### src/rtl/ex_muldiv_unit.sv
// Multi-cycle RV32M multiply/divide unit for the EX stage: single-cycle multiply,
// 32-step restoring divide with a sign-fix cycle. Optional macro: EX_MULDIV_DIV_FASTPATH_EN.
module ex_muldiv_unit (
  input  logic        i_clk,
  input  logic        i_rst,
  input  logic        i_start,
  input  logic [2:0]  i_funct3,
  input  logic [31:0] i_rs1_data,
  input  logic [31:0] i_rs2_data,
  input  logic        i_flush,
  output logic [31:0] o_result,
  output logic        o_done,
  output logic        o_busy,
  output logic        o_stall
);

  typedef enum logic [2:0] {
    IDLE,
    MUL,
    DIV,
    FIX,
    DONE
  } state_t;

  state_t      state_q, state_d;
  logic [2:0]  funct3_q;
  logic [31:0] a_q, b_q;
  logic [31:0] quot_q, rem_q;
  logic [31:0] result_q;
  logic [5:0]  cnt_q;

  logic        accept;
  logic        fast_special;
  logic [31:0] a_mag_in;

  assign accept   = (state_q == IDLE) && i_start && !i_flush;
  assign a_mag_in = (i_funct3[2] && !i_funct3[0] && i_rs1_data[31]) ? (~i_rs1_data + 32'd1)
                                                                      : i_rs1_data;

`ifdef EX_MULDIV_DIV_FASTPATH_EN
  assign fast_special = i_funct3[2] &&
                        ((i_rs2_data == '0) ||
                         (!i_funct3[0] && (i_rs1_data == 32'h8000_0000) && (i_rs2_data == '1)));
`else
  assign fast_special = 1'b0;
`endif

  // Multiply: 33-bit extended operands; only the low 64 product bits are ever needed.
  logic        a_sx, b_sx;
  logic [63:0] a64, b64, prod;
  logic [31:0] mul_res;

  always_comb begin
    a_sx    = ((funct3_q[1:0] == 2'b01) || (funct3_q[1:0] == 2'b10)) && a_q[31];
    b_sx    = (funct3_q[1:0] == 2'b01) && b_q[31];
    a64     = {{32{a_sx}}, a_q};
    b64     = {{32{b_sx}}, b_q};
    prod    = a64 * b64;
    mul_res = (funct3_q[1:0] == 2'b00) ? prod[31:0] : prod[63:32];
  end

  // Restoring divide step: {rem, quot} shifts left, quot doubles as the dividend register.
  logic        div_signed;
  logic [31:0] b_mag;
  logic [32:0] shifted;
  logic        fits;
  logic [31:0] rem_next, quot_next;

  always_comb begin
    div_signed = !funct3_q[0];
    b_mag      = (div_signed && b_q[31]) ? (~b_q + 32'd1) : b_q;
    shifted    = {rem_q, quot_q[31]};
    fits       = shifted >= {1'b0, b_mag};
    rem_next   = fits ? 32'(shifted - {1'b0, b_mag}) : shifted[31:0];
    quot_next  = {quot_q[30:0], fits};
  end

  logic        is_rem, div_zero, div_ovf;
  logic [31:0] q_fix, r_fix, fix_res;

  always_comb begin
    is_rem   = funct3_q[1];
    div_zero = (b_q == '0);
    div_ovf  = div_signed && (a_q == 32'h8000_0000) && (b_q == '1);
    q_fix    = (div_signed && (a_q[31] ^ b_q[31])) ? (~quot_q + 32'd1) : quot_q;
    r_fix    = (div_signed && a_q[31]) ? (~rem_q + 32'd1) : rem_q;
    if (div_zero) begin
      fix_res = is_rem ? a_q : '1;
    end else if (div_ovf) begin
      fix_res = is_rem ? '0 : 32'h8000_0000;
    end else begin
      fix_res = is_rem ? r_fix : q_fix;
    end
  end

  always_comb begin
    state_d = state_q;
    unique case (state_q)
      IDLE: begin
        if (accept) begin
          if (!i_funct3[2])     state_d = MUL;
          else if (fast_special) state_d = FIX;
          else                  state_d = DIV;
        end
      end
      MUL:  state_d = DONE;
      DIV:  if (cnt_q == 6'd31) state_d = FIX;
      FIX:  state_d = DONE;
      DONE: state_d = IDLE;
      default: state_d = IDLE;
    endcase
    if (i_flush && (state_q != IDLE)) state_d = IDLE;
  end

  always_ff @(posedge i_clk) begin
    if (i_rst) begin
      state_q  <= IDLE;
      funct3_q <= '0;
      a_q      <= '0;
      b_q      <= '0;
      quot_q   <= '0;
      rem_q    <= '0;
      result_q <= '0;
      cnt_q    <= '0;
    end else begin
      state_q <= state_d;
      if (accept) begin
        funct3_q <= i_funct3;
        a_q      <= i_rs1_data;
        b_q      <= i_rs2_data;
        quot_q   <= a_mag_in;
        rem_q    <= '0;
        cnt_q    <= '0;
      end
      unique case (state_q)
        MUL: if (!i_flush) result_q <= mul_res;
        DIV: begin
          quot_q <= quot_next;
          rem_q  <= rem_next;
          cnt_q  <= cnt_q + 6'd1;
        end
        FIX: if (!i_flush) result_q <= fix_res;
        default: ;
      endcase
    end
  end

  assign o_result = result_q;
  assign o_done   = (state_q == DONE);
  assign o_busy   = (state_q != IDLE);
  assign o_stall  = !i_rst && (accept || (state_q == MUL) || (state_q == DIV) || (state_q == FIX));

endmodule

### config.mk
export PLATFORM = sky130hd
export DESIGN_NAME = ex_muldiv_unit
export DESIGN_NICKNAME = d
export VERILOG_FILES = /design/src/rtl/ex_muldiv_unit.sv
export SDC_FILE = /design/constraint.sdc
export NUM_CORES = 2
export LEC_CHECK = 0
export BUFFER_PORTS_ARGS = -buffer_cell sky130_fd_sc_hd__buf_4
export CAP_MARGIN = 20
export CORE_MARGIN = 2
export CORE_UTILIZATION = 40
export CTS_BUF_LIST = sky130_fd_sc_hd__clkbuf_16
export CTS_CLUSTER_DIAMETER = 30
export CTS_CLUSTER_SIZE = 20
export DETAILED_ROUTE_END_ITERATION = 6
export GPL_TIMING_DRIVEN = 0
export SYNTH_ARGS = -nofsm -noshare
export SYNTH_HDL_FRONTEND = slang
export SYNTH_SLANG_ARGS = --single-unit
### constraint.sdc
create_clock -name i_clk -period 15.4 [get_ports i_clk]
set_input_delay 3.08 -clock i_clk [delete_from_list [all_inputs] [get_ports i_clk]]
set_output_delay 3.08 -clock i_clk [all_outputs]
set_load 0.01 [all_outputs]
==> summary.md <==
| Metric | Value |
|---|---|
| Status | `finished clean` |
| Dominant cells by area after synthesis | `fa_1 (45%), inv_1 (9.2%), nand2_1 (8.1%)` |
| Met2 GRT Util | `47.70%` |
| Sequential area share after synthesis | `under 10%` |
| Grt total ovfl | `0` |
| Met3 Track Usage GR | `roughly 8.5%` |
| Multi-input gate area | `40950 µm²` |
| Placed Area | `between 50000 and 60000 µm²` |
| Sum Neg Setup Slack | `0 ns` |
| ANT nets after route | `0` |
| Critical path arrival | `between 10 and 15 ns` |
| Tcrit/Tclk final | `around 76%` |
| CP Launch Type | `flip-flop` |
| Initial Utilization | `between 40% and 50%` |
| Power Density | `roughly 37 nW/µm²` |
| Net Count, Synth | `7457` |
| Gpl congestion | `between 1 and 1.5` |
| Final Max Slew Viols | `0` |
| Clock-pin slew on the worst setup and hold paths | `~0.060 ns` |
| Yosys top cell area share | `44.68%` |
| Worst hold endpoint | `o_result[27]` |
| CTS tree | `yes` |
| Slowest-stage cell, CP | `fa_1` |
| WP data required | `15.80 ns` |
| Combinational cell fraction of total power | `50.4%` |
| Worst R2R Setup Slack | `3.71 ns` |
| Worst vdd ir | `0.00006038 V` |
| Final #Nets | `7626` |
| Die H | `between 300 and 400 µm` |
| Setup CP Type | `flip-flop to flip-flop` |
| Clock power share | `25.7%` |
| Largest net degree at the start of global routing | `25` |
| Slew headroom | `just under 10%` |
| Per-cell routed wire length | `roughly 27 µm` |
| Clk sink count | `roughly 170` |
| Vias per cell | `around 5.6` |
| Max Clock Skew | `about 0.03 ns` |
| Pre-Repair DR Iteration Count | `6` |
| Seq pwr share | `a little under a quarter` |
| Post-CTS Setup Inserts | `0` |
| Hold Path Depth | `1` |
| Pleak | `about 25 nW` |
| Worst R2R Start | `funct3_q[1]` |
| Synth-to-layout area growth | `8.273%` |
| Worst slew pin tran | `about 1.4 ns` |
| CP bufs+invs | `13` |
| Hold Buf Count CTS | `0` |
| Critical Path Sink Type | `flip-flop` |
| Storage cell area | `3423 µm²` |
| Core Region | `around 130000 µm²` |
| Layout cells sized above 1 | `3.834%` |
| Cell Int Power | `around 1.1 mW` |
| Most common cell on crit path | `inv_1` |
| Avg Cell Area, Syn | `about 8.4 µm²` |
| Top fanout value on the critical path | `11` |
| Synthesized area | `just over 50000 µm²` |
| Hold Crit Class | `flip-flop to flip-flop` |
| Post-route design area | `~55000 µm²` |
| Max H-tree Level | `4` |
| GRT Overall Usage | `around a third` |
| CTS Root Cell | `clkbuf_16` |
| EDFF count, synth | `0` |
| CP peak stage delay | `around 0.9 ns` |
| Synth cell types | `90` |
| Rows | `130` |
| Number of buffers added on ports | `approximately 110` |
| Post-CTS Resized | `0` |
| Worst skew pair latency | `about 0.52 ns` |
| Global-route met1 utilization | `between 40% and 50%` |
| Die W | `359.2 µm` |
| DRT Wirelength | `about 210000 µm` |
| Cells after Synth | `6007` |
| DRC | `0` |
| Io pins | `~110` |
| Min Tclk post-route | `11.69 ns` |
| Crit path max-delay family | `adder cells` |
| Reg-to-Reg End | `o_result[27]` |
| Synth async-reset ratio | `0%` |
| HPWL after DPL | `around 180000 µm` |
| Yosys reg bits | `171` |
| RSZ-0062 raised after global routing | `no` |
| Sw Ratio | `between 40% and 50%` |
| Die outline area | `about 130000 µm²` |
| CTS buffer count | `25` |
| Yosys warns | `0` |
| DR iter-0 viols | `between 4000 and 5000` |
| Ys flop type | `dfxtp_1` |
| Vias in the first global route | `43880` |
| R2r worst-path depth | `34` |
| Via Count | `43910` |
| Final Hold Fails | `0` |
| Max-cap violations | `0` |
| Initial antenna violation count | `15` |
| CTS max path bufs | `3` |
| FILL cells | `about 13000` |
| Most used routing layer | `met2` |
| Achievable Freq | `between 80 and 90 MHz` |
| First-pass GRT wire length | `a little over 300000 µm` |
| Hold wc startpoint | `o_result[27]` |
| Yosys top cell by area | `fa_1` |
| NetSw | `around 0.93 mW` |
| Final setup viols | `0` |
cells by family (layout without fill, tap and decap cells):
kind of cell	after synthesis	in the layout	share of synthesized area (%)
multiplexers	24	24	0.4761
buffers and inverters	1614	1788	12.06
other	0	8	0
adder cells (fa/ha/maj)	1379	1379	50.95
XOR/XNOR	205	205	3.559
AO/OA/AOI/OAI	771	771	9.542
AND/OR/NAND/NOR	1843	1843	16.63
flip-flops	171	171	6.785
Yosys cell counts, types with 7 or more instances:
cell,n
a211o_1,7
a211oi_1,25
a21o_1,54
a21oi_1,290
a221oi_1,17
a22o_1,8
a22oi_1,28
a311oi_1,7
a31oi_1,17
and2_1,280
and3_1,21
buf_1,48
buf_2,15
clkbuf_1,316
dfxtp_1,171
fa_1,1126
ha_1,253
inv_1,1233
mux2i_1,24
nand2_1,1083
nand2b_1,21
nand3_1,39
nand4_1,29
nor2_1,194
nor2b_1,9
nor3_1,56
nor3b_1,7
nor4_1,16
o211ai_1,13
o21a_1,18
o21ai_0,142
o21ai_1,29
o21bai_1,16
o22ai_1,10
o31ai_1,27
o41ai_1,7
or2_2,17
or3_1,16
or4_1,17
xnor2_1,127
xor2_1,78
layer usage:
metal | wire, µm | vias up
met1 | 85270 | 22570
met2 | 89100 | 2366
li1 | - | 18540
met5 | 38 | -
met4 | 11640 | 4
met3 | 23710 | 437
final cells by class:
type / instances / area share (%)
Timing Repair Buffer: 142 / 2.565
Clock inverter: 7 / 0.1054
Inverter: 1234 / 8.479
Multi-Input combinational cell: 4222 / 74.96
Tap cell: 1650 / 3.779
Sequential cell: 171 / 6.266
Antenna cell: 8 / 0.03665
Clock buffer: 25 / 1.145
Buffer: 380 / 2.664
state kept, by name, summed over array words and instances, names as in the netlist:
register,count
rem_q,32
o_result,32
b_q,32
quot_q,32
a_q,32
funct3_q,2
cnt_q,6
state_q,3
worst max-delay path by stage:
stage	end	slack, ns	cells past startpoint	startpoint
3_3_place_gp	o_result[27]	3.82	34	funct3_q[1]
5_1_grt	o_result[27]	3.19	34	funct3_q[1]
4_1_cts	o_result[27]	3.87	34	funct3_q[1]
3_5_place_dp	o_result[27]	3.92	34	funct3_q[1]
6_report	o_result[27]	3.71	34	funct3_q[1]
2_1_floorplan	o_result[27]	6.42	34	funct3_q[1]
placed cells by master, fill, tap and decap left out, types with 25 or more instances in the layout:
| cell | n |
|---|---|
| fa_1 | 1125 |
| and2_1 | 280 |
| o21ai_0 | 142 |
| xnor2_1 | 127 |
| o21ai_1 | 29 |
| nand3_1 | 39 |
| a21oi_1 | 290 |
| buf_8 | 32 |
| nor2_1 | 194 |
| o31ai_1 | 27 |
| a21o_1 | 54 |
| buf_4 | 105 |
| dfxtp_1 | 171 |
| inv_1 | 1236 |
| nand4_1 | 29 |
| xor2_1 | 78 |
| nand2_1 | 1083 |
| buf_1 | 48 |
| a211oi_1 | 25 |
| a22oi_1 | 28 |
| clkbuf_16 | 27 |
| clkbuf_1 | 314 |
| nor3_1 | 56 |
| ha_1 | 253 |
stage by stage:
step / setup WS [ns] / utilization (%) / power [mW] / instances / hold WS, ns
6_report: 3.706 / 43.56 / 2.000 / 7839 / 0.4645
3_5_place_dp: 3.916 / 42.91 / 1.452 / 7793 / 0.4503
5_1_grt: 3.193 / 43.55 / 2.075 / 7831 / 0.4963
2_1_floorplan: 6.417 / - / 1.040 / 6007 / 0.4448
4_1_cts: 3.865 / 43.46 / 1.964 / 7825 / 0.4631
3_3_place_gp: 3.823 / 42.51 / 1.435 / 7762 / 0.4448
power by group through the flow:
stage               combinational (mW)  clock (mW)  sequential, mW
floorplan                        0.563           0           0.477
global placement                 0.949           0           0.486
detailed placement               0.965           0           0.487
CTS                              0.971       0.517           0.477
global route                      1.07       0.531           0.479
finish                            1.01       0.514           0.478
Power figures use the tool's default switching activity.
